--- src/rtl/store_pack_buf_pkg.sv ---
// Shared constants for the store packing buffer: store opcodes, lane masks
// and the width of one queued store entry.
package store_pack_buf_pkg;

    localparam logic [1:0] ST_SW  = 2'd0;
    localparam logic [1:0] ST_SH  = 2'd1;
    localparam logic [1:0] ST_SB  = 2'd2;
    localparam logic [1:0] ST_RSV = 2'd3;

    localparam logic [3:0] BE_WORD = 4'hF;
    localparam logic [3:0] BE_HALF = 4'h3;
    localparam logic [3:0] BE_BYTE = 4'h1;

    localparam int BE_W   = 4;
    localparam int DATA_W = 32;

    // One entry holds {word address, byte enables, lane-aligned data}.
    function automatic int entry_width(input int aw);
        return aw + BE_W + DATA_W;
    endfunction

endpackage

--- src/rtl/store_pack_buf_st_lane_pack.sv ---
// Combinational store packer: turns an op, the low address bits and the
// register value into byte enables, replicated lane data and a legality flag.
module st_lane_pack
    import store_pack_buf_pkg::*;
(
    input  logic [1:0]  op,
    input  logic [1:0]  addr,
    input  logic [31:0] data,
    output logic [3:0]  be,
    output logic [31:0] wdata,
    output logic        legal
);

    // Select lane mask and replication pattern; misaligned or reserved ops are illegal.
    always_comb begin
        be    = 4'b0000;
        wdata = data;
        legal = 1'b0;
        case (op)
            ST_SW: begin
                be    = BE_WORD;
                wdata = data;
                legal = (addr == 2'b00);
            end
            ST_SH: begin
                be    = BE_HALF << addr;
                wdata = {2{data[15:0]}};
                legal = !addr[0];
            end
            ST_SB: begin
                be    = BE_BYTE << addr;
                wdata = {4{data[7:0]}};
                legal = 1'b1;
            end
            default: begin
                be    = 4'b0000;
                wdata = data;
                legal = 1'b0;
            end
        endcase
    end

endmodule

--- src/rtl/store_pack_buf.sv ---
// Store packing buffer: packs MEM-stage stores into byte-enable form and
// queues them in a small FIFO in front of the data memory write port.
//
// Handshake: a transfer happens on a rising edge where valid && ready are both
// high. in_ready depends only on registered occupancy (never on mem_ready), and
// mem_valid/mem_* come only from the head entry register, so neither side has a
// combinational path through the buffer. Illegal requests are consumed (not
// queued) and reported with a one-cycle misalign pulse.
module store_pack_buf
    import store_pack_buf_pkg::*;
#(
    parameter int DEPTH = 2,
    parameter int AW    = 32
) (
    input  logic          clk,
    input  logic          reset,
    input  logic          in_valid,
    output logic          in_ready,
    input  logic [AW-1:0] in_addr,
    input  logic [31:0]   in_data,
    input  logic [1:0]    in_op,
    output logic          mem_valid,
    input  logic          mem_ready,
    output logic [AW-1:0] mem_addr,
    output logic [3:0]    mem_be,
    output logic [31:0]   mem_wdata,
    output logic          misalign,
    output logic          empty
);

    localparam int PTR_W = $clog2(DEPTH);
    localparam int EW    = entry_width(AW);
    localparam logic [PTR_W:0] CNT_FULL = (PTR_W + 1)'(DEPTH);

    logic [EW-1:0]    entry_mem [DEPTH];
    logic [PTR_W-1:0] rd_ptr;
    logic [PTR_W-1:0] wr_ptr;
    logic [PTR_W:0]   count;

    logic [3:0]  pack_be;
    logic [31:0] pack_wdata;
    logic        pack_legal;
    logic        req_take;
    logic        push;
    logic        pop;
    logic [EW-1:0] head;

    st_lane_pack u_pack (
        .op    (in_op),
        .addr  (in_addr[1:0]),
        .data  (in_data),
        .be    (pack_be),
        .wdata (pack_wdata),
        .legal (pack_legal)
    );

    assign in_ready  = (count != CNT_FULL);
    assign empty     = (count == '0);
    assign mem_valid = !empty;

    assign req_take = in_valid && in_ready;
    assign push     = req_take && pack_legal;
    assign pop      = mem_valid && mem_ready;

    // Storage is not reset, so the head is masked to zero while the queue is empty.
    assign head      = entry_mem[rd_ptr];
    assign mem_addr  = mem_valid ? head[EW-1 -: AW] : '0;
    assign mem_be    = mem_valid ? head[DATA_W +: BE_W] : '0;
    assign mem_wdata = mem_valid ? head[DATA_W-1:0] : '0;

    // Write the packed, word-aligned entry into the tail slot.
    always_ff @(posedge clk) begin
        if (push) begin
            entry_mem[wr_ptr] <= {in_addr[AW-1:2], 2'b00, pack_be, pack_wdata};
        end
    end

    // Pointers, occupancy and the misalign pulse; reset drops every queued entry.
    always_ff @(posedge clk) begin
        if (reset) begin
            rd_ptr   <= '0;
            wr_ptr   <= '0;
            count    <= '0;
            misalign <= 1'b0;
        end else begin
            if (push) begin
                wr_ptr <= wr_ptr + PTR_W'(1);
            end
            if (pop) begin
                rd_ptr <= rd_ptr + PTR_W'(1);
            end
            case ({push, pop})
                2'b10:   count <= count + (PTR_W + 1)'(1);
                2'b01:   count <= count - (PTR_W + 1)'(1);
                default: count <= count;
            endcase
            misalign <= req_take && !pack_legal;
        end
    end

endmodule

--- config.mk ---
export PLATFORM = sky130hd
export DESIGN_NAME = store_pack_buf
export DESIGN_NICKNAME = d
export VERILOG_FILES = /design/src/rtl/store_pack_buf_pkg.sv /design/src/rtl/store_pack_buf_st_lane_pack.sv /design/src/rtl/store_pack_buf.sv
export SDC_FILE = /design/constraint.sdc
export NUM_CORES = 1
export LEC_CHECK = 0
export BUFFER_PORTS_ARGS = -buffer_cell sky130_fd_sc_hd__buf_4
export CAP_MARGIN = 20
export CORE_ASPECT_RATIO = 1.4
export CORE_UTILIZATION = 40
export CTS_CLUSTER_SIZE = 25
export DETAILED_ROUTE_END_ITERATION = 16
export GPL_ROUTABILITY_DRIVEN = 1
export MAX_ROUTING_LAYER = met4
export PLACE_DENSITY = 0.76
export SYNTH_ARGS = -nofsm -noshare
export SYNTH_HDL_FRONTEND = slang
export SYNTH_SLANG_ARGS = --single-unit
--- constraint.sdc ---
create_clock -name clk -period 4.3 [get_ports clk]
set_input_delay 0 -clock clk [delete_from_list [all_inputs] [get_ports clk]]
set_output_delay 0 -clock clk [all_outputs]
set_load 0.03 [all_outputs]
==> flow_summary.toml <==
[drt]
routed_wl_mm = 12.86
viasPerCell = 4.875
firstDrtPassIters = 5
vias = 3866
final_antenna_net_count = 0
drt_iter0_drc = 169
wl_per_cell_um = 16.22
drc = 0

[clock_network]
cts_repair_resize_count = 0
ctsLongestPathBuffers = 2
numCtsBuffers = 17
clock_sinks = 138
htree_levels = 4
ctsRootBufferMaster = "clkbuf_16"
cts_hold_buf = 56
path_clk_slew_ps = 60
cts_tree = "built"
insertion_delay_ps = 410
post-cts-setup-buffers = 0

[global_route]
grtUsageTotal = 0.1784
grt_overflow_total = 0
antenna_found_initial = 0
grt_max_degree = 67
grt_pass1_vias = 3872
grt_pass1_wl_mm = 18.48

[pwr]
power.share.sequential = 0.399
pwr-share-clk = 0.324
internal_power_w = 0.002692
leakage_nw = 3.016
switchingPower_w = 0.001245
combPwrFrac = 0.277
p_sw_frac = 0.3162
peakVddDrop_mv = 0.2072
power_density_nw_per_um2 = 488.3

[cells_and_area]
final-seq-area_um2 = 4088
nFillCells = 1113
antenna_cells = 0
final_util = 0.5770
area_growth_pct = 40.33
nets = 670
multi_input_area_um2 = 1496
drive_gt1_frac = 0.2993
fin_cells = 793

[die]
die_w_um = 103.3
die_area_um2 = 14850
io_pins = 142
rows = 51
die_h_um = 143.8
start_util = 0.4111
core_area_um2 = 13970

[logic_synthesis]
ys_warn_count = 0
ys_seq_area_frac = 0.7108
syn_area_um2 = 5746
syn_area_per_cell_um2 = 14.36
synth_cell_types = 31
synth_cells = 400
ys_ff_latch = 138

[worst_setup_path]
startpoint_type = "register"
required_ps = 4300
path_max_fanout = 44
end_kind = "output port"
critPathArrivalTime_ps = 2380
worstSetupPathType = "register to output port"

[place]
dp_slack_ps = 1484
place_inst = 704
port_buffers = 139
dpl.hpwl_mm = 8.378
place.gp.congestion = 0.8198

[timing]
hold_viol = 0
skew_ps = 8.221
tightest_slew_ps = 1060
worst_slack_ps = 1920
slew_headroom = 0.2932
max_freq_mhz = 420.1
layout_worst_path_cycle_share = 0.5536
finalCriticalPeriod_ps = 2380
setup_viol = 0
final_max_slew_viol_count = 0
rsz0062_at_grt = "no"
tns_ps = 0

[flow_run]
maxCapViolCount = 0

[run_status]
outcome = "complete, no violations"

[min_path]
hp-class = "primary input to register"
[state kept, by name, indices dropped and copies added, names as in the netlist, named ones only]
| signal | cells |
|---|---|
| wr_ptr | 1 |
| entry_mem | 132 |
| count | 2 |
| misalign | 1 |
| rd_ptr | 1 |
[through the flow]
stage | area (um^2) | total power [W] | hold slack, ps
after floorplan | 5749 | 0.002269 | 69.07
after global placement | 6945 | 0.002623 | 186.6
after detailed placement | 6945 | 0.002643 | 189.5
after CTS | 8035 | 0.003955 | 2.898
after global routing | 8063 | 0.004083 | 9.148
final | 8063 | 0.003937 | 17.13
[metal layers]
layer / track usage / vias to the layer above / wire length (um)
met5: - / - / 0
met4: 0.1127 / 0 / 550
met3: 0.04086 / 40 / 601
met2: 0.3028 / 163 / 6822
met1: 0.1838 / 1823 / 4888
li1: - / 1840 / -
[synthesized netlist by cell type]
master / number / area, um^2
edfxtp_1: 132 / 3964
nor2_1: 85 / 319.1
mux2i_1: 66 / 660.6
inv_1: 14 / 52.55
a21oi_1: 10 / 50.05
nand2_1: 10 / 37.54
buf_2: 9 / 45.04
a22o_1: 8 / 70.07
a22oi_1: 8 / 60.06
o22ai_1: 8 / 50.05
clkbuf_1: 7 / 26.28
buf_4: 6 / 45.04
dfxtp_1: 6 / 120.1
ha_1: 5 / 62.56
a31oi_1: 3 / 18.77
buf_1: 3 / 11.26
nand2b_1: 3 / 18.77
and2_1: 2 / 12.51
o21ai_0: 2 / 10.01
xnor2_1: 2 / 17.52
a221oi_2: 1 / 15.01
conb_1: 1 / 3.750
inv_2: 1 / 3.750
mux2_4: 1 / 15.01
nand3_2: 1 / 10.01
nor2_4: 1 / 11.26
nor3_1: 1 / 5.000
or2_2: 1 / 6.260
or3_1: 1 / 6.260
or3b_1: 1 / 8.760
xor2_1: 1 / 8.760
[power groups by stage]
stage	Combinational [W]	Sequential, W	Clock, W
after floorplan	0.000691	0.00158	0
after global placement	0.000983	0.00164	0
after detailed placement	0.000998	0.00164	0
after CTS	0.00104	0.00162	0.00130
after global routing	0.00116	0.00158	0.00135
final	0.00109	0.00157	0.00127
[cells by family (layout without fill, tap and decap cells)]
kind of cell / Yosys count / in the layout / share of synthesized area
xor+xnor: 3 / 3 / 0.004574
flops: 138 / 138 / 0.7108
other cells: 1 / 2 / 0.0006527
simple gates: 106 / 106 / 0.07579
buf+inv: 40 / 247 / 0.03201
mux: 67 / 67 / 0.1176
compound gates: 40 / 40 / 0.04769
fa+ha+maj: 5 / 5 / 0.01089
[worst max-delay path: stages (launching register included)]
cell and delay (ps):
dfxtp_1 330, or2_2 330, inv_2 610, buf_4 400, nor2_1 120, buf_4 180
[placed cells by master (no fill, tap or decap), types with 2 or more instances in the layout]
| master | instances |
|---|---|
| nor2_4 | 3 |
| dlygate4sd3_1 | 56 |
| inv_1 | 14 |
| clkbuf_16 | 17 |
| nand2b_1 | 3 |
| and2_1 | 2 |
| buf_4 | 143 |
| inv_6 | 3 |
| conb_1 | 2 |
| clkbuf_1 | 2 |
| nor2_1 | 83 |
| a22o_1 | 8 |
| o21ai_0 | 2 |
| xnor2_1 | 2 |
| a21oi_1 | 10 |
| edfxtp_1 | 132 |
| o22ai_1 | 8 |
| nand2_1 | 10 |
| dfxtp_1 | 5 |
| a22oi_1 | 8 |
| clkinvlp_4 | 7 |
| mux2i_1 | 66 |
| ha_1 | 5 |
| a31oi_1 | 3 |
[area by class of cell]
class | instances | share of cell area
Inverter | 15 | 0.006983
Clock buffer | 19 | 0.05369
Clock inverter | 13 | 0.01195
Multi-Input combinational cell | 223 | 0.1856
Sequential cell | 138 | 0.5070
Timing Repair Buffer | 200 | 0.2061
Tap cell | 185 | 0.02871
[worst paths after layout]
kind	start	endpoint	slack [ps]	cells past startpoint
max	count[1]	mem_wdata[17]	1920	5
min	in_data[28]	entry_mem[1][28]	20	3
max reg2reg	count[0]	entry_mem[0][45]	2100	4
min reg2reg	rd_ptr	register	520	2
No activity file was read; power rests on OpenSTA's default activity.
